<file path="config.mk">
export PLATFORM = sky130hd
export DESIGN_NAME = i3c_csr_arbiter
export DESIGN_NICKNAME = d
export VERILOG_FILES = /design/src/rtl/i3c_csr_arbiter.sv
export SDC_FILE = /design/constraint.sdc
export NUM_CORES = 1
export LEC_CHECK = 0
export CORE_ASPECT_RATIO = 2
export CORE_MARGIN = 2
export CORE_UTILIZATION = 25
export CTS_CLUSTER_SIZE = 40
export DETAILED_ROUTE_END_ITERATION = 16
export PLACE_DENSITY = 0.52
export SLEW_MARGIN = 20
export SYNTH_ARGS = -nofsm -noshare
export SYNTH_HDL_FRONTEND = slang
export SYNTH_SLANG_ARGS = --single-unit
</file>
<file path="constraint.sdc">
create_clock -name clk_i -period 2.3 [get_ports clk_i]
set_clock_uncertainty 0.2 [all_clocks]
set_input_delay 0.23 -clock clk_i [delete_from_list [all_inputs] [get_ports clk_i]]
set_output_delay 0.23 -clock clk_i [all_outputs]
set_load 0.01 [all_outputs]
</file>
<file path="src/rtl/i3c_csr_arbiter.sv">
// i3c_csr_arbiter: round-robin arbiter and sequencer sharing the single I3C
// CSR register port between NumReq requesters. Only one CSR access is
// outstanding at a time. Each requester gets a valid/ready request handshake
// and a one-cycle response pulse.
// Optional feature: define I3C_CSR_ARB_TIMEOUT_EN to force an error response
// after TimeoutCycles cycles in WAIT without a matching ack.
module i3c_csr_arbiter #(
  parameter int NumReq        = 2,
  parameter int CsrAddrWidth  = 12,
  parameter int CsrDataWidth  = 32,
  parameter int TimeoutCycles = 255
) (
  input  logic                           clk_i,
  input  logic                           rst_i,
  input  logic [NumReq-1:0]              req_valid_i,
  output logic [NumReq-1:0]              req_ready_o,
  input  logic [NumReq-1:0]              req_write_i,
  input  logic [NumReq*CsrAddrWidth-1:0] req_addr_i,
  input  logic [NumReq*CsrDataWidth-1:0] req_wdata_i,
  output logic [NumReq-1:0]              resp_valid_o,
  output logic [CsrDataWidth-1:0]        resp_rdata_o,
  output logic                           resp_err_o,
  output logic                           csr_req_o,
  output logic                           csr_req_is_wr_o,
  output logic [CsrAddrWidth-1:0]        csr_addr_o,
  output logic [CsrDataWidth-1:0]        csr_wr_data_o,
  input  logic                           csr_req_stall_i,
  input  logic                           csr_rd_ack_i,
  input  logic [CsrDataWidth-1:0]        csr_rd_data_i,
  input  logic                           csr_rd_err_i,
  input  logic                           csr_wr_ack_i,
  input  logic                           csr_wr_err_i,
  output logic                           timeout_o
);

  localparam int IdxW = (NumReq > 1) ? $clog2(NumReq) : 1;

  typedef enum logic [1:0] {
    IDLE,
    ISSUE,
    WAIT,
    RESP
  } state_e;

  state_e                  state, state_d;
  logic [IdxW-1:0]         rr_ptr, rr_ptr_d;
  logic [IdxW-1:0]         gnt, gnt_d;
  logic                    wr_q, wr_d;
  logic [CsrAddrWidth-1:0] addr_q, addr_d;
  logic [CsrDataWidth-1:0] wdata_q, wdata_d;
  logic [CsrDataWidth-1:0] rdata_q, rdata_d;
  logic                    err_q, err_d;

`ifdef I3C_CSR_ARB_TIMEOUT_EN
  localparam int CntW = $clog2(TimeoutCycles + 1);
  logic [CntW-1:0]         cnt_q, cnt_d;
  logic                    to_q, to_d;
`endif

  logic [CsrAddrWidth-1:0] addr_arr  [NumReq];
  logic [CsrDataWidth-1:0] wdata_arr [NumReq];
  logic                    ack;
  logic                    ack_err;
  logic [CsrDataWidth-1:0] ack_data;

  // Unpack the per-requester address/data slices
  always_comb begin
    for (int unsigned i = 0; i < NumReq; i++) begin
      addr_arr[i]  = req_addr_i[i*CsrAddrWidth +: CsrAddrWidth];
      wdata_arr[i] = req_wdata_i[i*CsrDataWidth +: CsrDataWidth];
    end
  end

  // Select the ack matching the direction of the outstanding access
  always_comb begin
    ack      = wr_q ? csr_wr_ack_i : csr_rd_ack_i;
    ack_err  = wr_q ? csr_wr_err_i : csr_rd_err_i;
    ack_data = wr_q ? '0 : csr_rd_data_i;
  end

  // Next-state, capture and output logic
  always_comb begin
    logic            found;
    logic [IdxW-1:0] cand;
    found           = 1'b0;
    cand            = '0;
    state_d         = state;
    rr_ptr_d        = rr_ptr;
    gnt_d           = gnt;
    wr_d            = wr_q;
    addr_d          = addr_q;
    wdata_d         = wdata_q;
    rdata_d         = rdata_q;
    err_d           = err_q;
`ifdef I3C_CSR_ARB_TIMEOUT_EN
    cnt_d           = '0;
    to_d            = to_q;
`endif
    req_ready_o     = '0;
    resp_valid_o    = '0;
    resp_rdata_o    = '0;
    resp_err_o      = 1'b0;
    timeout_o       = 1'b0;
    csr_req_o       = 1'b0;
    csr_req_is_wr_o = wr_q;
    csr_addr_o      = addr_q;
    csr_wr_data_o   = wdata_q;

    case (state)
      IDLE: begin
        // Search starts just after the last served requester
        for (int unsigned i = 1; i <= NumReq; i++) begin
          cand = IdxW'((32'(rr_ptr) + i) % NumReq);
          if (!found && req_valid_i[cand]) begin
            found   = 1'b1;
            gnt_d   = cand;
            wr_d    = req_write_i[cand];
            addr_d  = addr_arr[cand];
            wdata_d = wdata_arr[cand];
          end
        end
        if (found) begin
          req_ready_o[gnt_d] = 1'b1;
          rdata_d            = '0;
          err_d              = 1'b0;
`ifdef I3C_CSR_ARB_TIMEOUT_EN
          to_d               = 1'b0;
`endif
          state_d            = ISSUE;
        end
      end
      ISSUE: begin
        csr_req_o = 1'b1;
        if (!csr_req_stall_i) begin
          if (ack) begin
            rdata_d = ack_data;
            err_d   = ack_err;
            state_d = RESP;
          end else begin
            state_d = WAIT;
          end
        end
      end
      WAIT: begin
        if (ack) begin
          rdata_d = ack_data;
          err_d   = ack_err;
          state_d = RESP;
        end
`ifdef I3C_CSR_ARB_TIMEOUT_EN
        else if (cnt_q == CntW'(TimeoutCycles - 1)) begin
          rdata_d = '0;
          err_d   = 1'b1;
          to_d    = 1'b1;
          state_d = RESP;
        end
        cnt_d = cnt_q + 1'b1;
`endif
      end
      RESP: begin
        resp_valid_o[gnt] = 1'b1;
        resp_rdata_o      = rdata_q;
        resp_err_o        = err_q;
`ifdef I3C_CSR_ARB_TIMEOUT_EN
        timeout_o         = to_q;
`endif
        rr_ptr_d          = gnt;
        state_d           = IDLE;
      end
      default: state_d = IDLE;
    endcase

    // Outputs are quiet during the reset cycle so an abandoned access never
    // issues, grants or responds.
    if (rst_i) begin
      req_ready_o     = '0;
      resp_valid_o    = '0;
      resp_rdata_o    = '0;
      resp_err_o      = 1'b0;
      timeout_o       = 1'b0;
      csr_req_o       = 1'b0;
      csr_req_is_wr_o = 1'b0;
      csr_addr_o      = '0;
      csr_wr_data_o   = '0;
    end
  end

  // State and capture registers
  always_ff @(posedge clk_i) begin
    if (rst_i) begin
      state   <= IDLE;
      rr_ptr  <= IdxW'(NumReq - 1);
      gnt     <= '0;
      wr_q    <= 1'b0;
      addr_q  <= '0;
      wdata_q <= '0;
      rdata_q <= '0;
      err_q   <= 1'b0;
`ifdef I3C_CSR_ARB_TIMEOUT_EN
      cnt_q   <= '0;
      to_q    <= 1'b0;
`endif
    end else begin
      state   <= state_d;
      rr_ptr  <= rr_ptr_d;
      gnt     <= gnt_d;
      wr_q    <= wr_d;
      addr_q  <= addr_d;
      wdata_q <= wdata_d;
      rdata_q <= rdata_d;
      err_q   <= err_d;
`ifdef I3C_CSR_ARB_TIMEOUT_EN
      cnt_q   <= cnt_d;
      to_q    <= to_d;
`endif
    end
  end

endmodule

</file>
# == Word level (Yosys, flattened, before mapping) ==
# Cells that the tools add are included.
# classes
shifts,0
n_reduce_logical,10
addsub,2
n_div,0
mul,0
n_bitwise,2
order_cmp,8
n_eq_ne,6
muxes,67
# ops
cell,count
$mux 32,15
$mux 12,9
$pmux 32 s3,1
$mux 1,30
$mux 2,8
$lt 1x2->1 const B,4
$pmux 2 s4,1
$ne 2x2->1 const B,3
$reduce_and 3->1,2
$eq 2x2->1 const B,2
$ge 2x2->1 const B,2
$not 1->2,2
$logic_and 1x1->1,3
$pmux 1 s3,1
$reduce_bool 3->1,1
$add 1x1->1 const B,2
$demux 1 s1,2
$eq 2x1->1 const B,1
$ge 1x1->1 const B,2
$logic_not 2->1,1
$reduce_and 2->1,1
$reduce_bool 2->1,1
$logic_not 1->1,1
# word_totals
mem_bits_rw,0
rom_bits,0
register_bits,82
output_inout_bits,84
latch_bits,0
inputBits,131
n_memories,0

# == Logic depth before layout (Yosys ltp) ==
# depth
ltp_word,16
ltp_mapped,8
ltp_nobuf,5

# == Least setup slack after synthesis ==
# OpenSTA, ideal clock, no wires.
# synth_path
path_type,register to register
from,reg state[0]
to,reg err_q
setup_time_ns,0.121
period_less_slack_ns,1.963
t_arrival_ns,1.642
required_time_ns,1.979
path_buffers,2
stages_incl_launch_ff,8
path_slack_ns,0.337
cell_sequence,dfxtp_1 inv_1 ha_1 clkbuf_1 nor3b_1 a211o_1 buf_6 mux2_2
# synth_via
elab_chain_len,3
word_cells_on_any_way,8
cone_classes,eq/ne: 4; mux: 1; reduce/logical: 3
# synth_rtl
item,line,source
"start, declared",45,"state_e state, state_d;"
"start signal, assigned",204,state <= state_d;
"$eq 2x1->1, or another cell as far along",109,case (state)
$ne 2x2->1 (no source line) / $reduce_bool 3->1 (equally long branches),-,
$reduce_and 3->1 (no source line),-,
"end signal, assigned",211,err_q <= err_d;
"end, declared",52,"logic err_q, err_d;"
# Parallel ways exist; a longest one is shown, timed or not.
# A chain may end at the register's enable or synchronous reset.

# == Worst setup path after layout ==
# layout_path
from,in rst_i
to,out req_ready_o[1]
# layout_via
elab_chain_len,1
# layout_rtl
item,line,source
"start, declared",14,"input logic rst_i,"
$mux 2,175,if (rst_i) begin
"end, declared",16,"output logic [NumReq-1:0] req_ready_o,"
# Every way passes these cells.

==> out/metrics.cfg <==
[global_routing]
grt_use_met2_pct = 33.7
grt_use_total_pct = 17.2
gr-usage-met3_pct = 3.08
grt_first_pass_wirelength_microns = 26400
globalRouteOverflowTotal = 0
gr-usage-met1_pct = 16.7
busiest_layer = met2
grt_pass1_vias = 5105
antenna_found_initial = 0
grt_max_degree = 91

[floorplanning]
io_pins = 215
rows = 70
core_area_sq_mm = 0.0181
die_y_microns = 196
fp.dieW_microns = 99.8
start_util_pct = 25.3
die_area_sq_mm = 0.0195

[logic_synthesis]
ys_seq_area_share_pct = 35.8
yosys.area_share.adder_pct = 1.88
synth_top_flop_cell = dfxtp_1
synth_cell_type_count = 32
synthMuxAreaShare_pct = 8.09
syn_area_sq_mm = 0.00459
synth_edf_count = 0
synthSimpleGateAreaFrac_pct = 15.8
synth-xor-area-share_pct = 0
syn_nets = 723
synth_top_family_by_area = compound AO/OA/AOI/OAI gates
ys.warnings.count = 0
synth_compound_area_share_pct = 25.0
syn_inst = 586
async_reset_ff_share_pct = 0
syn_avg_cell_area_sq_um = 7.83
yosys_register_bits = 82

[drt]
wl_microns = 17100
drc = 0
drt-pass1-iter-count = 4
drt_iter0_drc = 177
ant_nets = 0
via_count = 4907
post_drt_via_cell_ratio = 4.94
wl_per_cell_microns = 17.3

[timing]
finalWorstSetupSlack_ns = 0.0585
max_slew_margin_pct = 63.6
rsz0062_at_grt = false
fin_setup_tns_ns = 0
slew_viol_final = 0
finalCritPeriodShare_pct = 97.5
hold_viol_final = 0
hold_ws_ns = 0.0978
max_freq_mhz = 446
finalSetupViolations = 0
fin_crit_ns = 2.24
worstMarginPinSlew_ns = 0.547

[clock_tree]
cts_made_buffers = 9
cts_tree = yes
clk_pin_slew_ns = 0.06
clockRootBuffer = clkbuf_16
clk_latency_ns = 0.33
clkSinkCount = 82
htreeDepth = 3
max-clock-path-buffers = 2

[setup_path]
endpoint_kind = output port
r2r_slack_ns = 0.21
cp_data_required_time_ns = 1.87
cp.arrival_ns = 1.81
r2r-end = rdata_q[23]
worstPathMaxFanout = 6
startpoint_type = input pin
reg2regPathDepth = 7
path_class = input pin to output port
rr_startpoint = state[0]

[power]
swShare_pct = 37.0
p_int_mw = 4.17
pwr-share-clk_pct = 22.2
p_comb_share_pct = 47.0
p_per_area_mw_per_mm2 = 911
p_switching_mw = 2.45
power_mw = 6.62
p_leak_nw = 3.09
ir_drop_uv = 820
p_seq_share_pct = 30.8

[hold_path]
hold_path_end = state[1]
whs_path_depth = 3
hp-start = rst_i
hold_path_class = input pin to register

[finish]
fill_cells = 1869
fin_nets = 909
areaGrowthSynthToFinish_pct = 58.2
n_antenna_cell = 0
drive_gt1_share_pct = 7.08

[job]
max_cap_viol_count = 0

[placement]
dp_hpwl_microns = 12500
port_buffers = 213
routabilityCongestion = 0.856
pre_cts_slack_ns = 0.122

[run_status]
status = completed

## through the flow
stage                     area, sq um  instances  util, %
after global placement           6940        973     38.3
final                            7260        993     40.1
after floorplan                  4590        586        -
after CTS                        7240        990     39.9
after detailed placement         6940        973     38.3
after global routing             7260        993     40.1
## cell families (layout without fill, tap and decap cells)
logic type,count (synthesis),count (layout)
other,1,1
DFF,82,82
muxes,37,37
and+or+nand+nor,161,161
adders and majority gates,7,7
buffers and inverters,154,345
AOI/OAI and AO/OA,144,144
## cells in the final DEF (no fill, tap or decap), types with 2 or more instances in the layout
cell and instances:
clkdlybuf4s50_1 174, inv_1 90, dfxtp_1 79, nand2_1 69, nor2_1 48, o311a_1 46
o2111ai_1 45, a21oi_1 45, mux2i_1 36, dlygate4sd2_1 36, and2_1 34, buf_4 17
clkbuf_16 9, buf_12 5, inv_2 3, nor2b_1 3, ha_1 3, inv_6 3
clkinvlp_4 2, a21o_1 2, ha_2 2, clkinv_2 2, dfxtp_4 2
## cells in the mapped netlist, types with 2 or more instances
library cell | number | share of area, %
nor3b_1 | 2 | 0.33
inv_1 | 93 | 7.6
nor2b_1 | 4 | 0.55
nand2_1 | 69 | 5.6
dfxtp_1 | 82 | 36
o311a_1 | 46 | 10
o2111ai_1 | 45 | 8.6
and2_1 | 34 | 4.6
buf_1 | 2 | 0.16
clkbuf_1 | 50 | 4.1
mux2i_1 | 36 | 7.8
buf_2 | 3 | 0.33
a21oi_1 | 45 | 4.9
nor2_1 | 48 | 3.9
a21o_1 | 2 | 0.33
ha_1 | 6 | 1.6
buf_6 | 4 | 0.98
## metal layers
metal | share of wire [%] | routed length [microns] | vias to the layer above
met1 | 35 | 5980 | 2322
met3 | 4.8 | 827 | 34
met2 | 56 | 9680 | 176
met5 | 0 | 0 | -
li1 | - | - | 2375
met4 | 3.8 | 648 | 0
## power by group through the flow
stage | registers [mW] | clock network (mW) | logic, mW
floorplan | 1.98 | 0 | 2.01
global placement | 2.05 | 0 | 2.99
detailed placement | 2.06 | 0 | 3.07
CTS | 2.04 | 1.53 | 3.10
global route | 2.08 | 1.59 | 3.40
finish | 2.04 | 1.47 | 3.11
## area by class of cell
type / instances / area (sq um) / share of cell area, %
clock buffer: 9 / 225 / 3.10
sequential: 82 / 1650 / 22.7
clock inverter: 7 / 73.8 / 1.02
inverter: 94 / 357 / 4.91
timing repair buffer: 235 / 2310 / 31.8
tap: 216 / 270 / 3.72
multi-input combinational: 350 / 2380 / 32.7
## worst max path at each step
stage | startpoint | to | slack (ns) | cells past startpoint
6_report | rst_i | req_ready_o[1] | 0.06 | 5
5_1_grt | rst_i | req_ready_o[1] | 0.006 | 5
4_1_cts | state[1] | csr_req_o | 0.02 | 4
3_5_place_dp | state[0] | resp_rdata_o[11] | 0.12 | 5
3_3_place_gp | state[0] | resp_valid_o[0] | 0.20 | 5
2_1_floorplan | state[0] | err_q | 0.34 | 7
## flip-flops by register name, summed over array words and instances, names as in the netlist
name / count
gnt: 1
rdata_q: 32
rr_ptr: 1
wdata_q: 32
state: 2
err_q: 1
addr_q: 12
wr_q: 1
## timing repair
item	in CTS	in global routing
endpoints found under the hold margin	1	0
pin swaps	0	1
hold buffers	1	0
resized for setup	44	3
endpoints found under the setup margin	37	2
setup buffers	0	3
## worst max-delay path: stages
cell and delay (ns):
buf_4 0.15, dlygate4sd3_1 0.58, inv_2 0.11, and4_1 0.19, clkdlybuf4s50_1 0.55
Note: power is estimated with default switching activity, not from simulation.
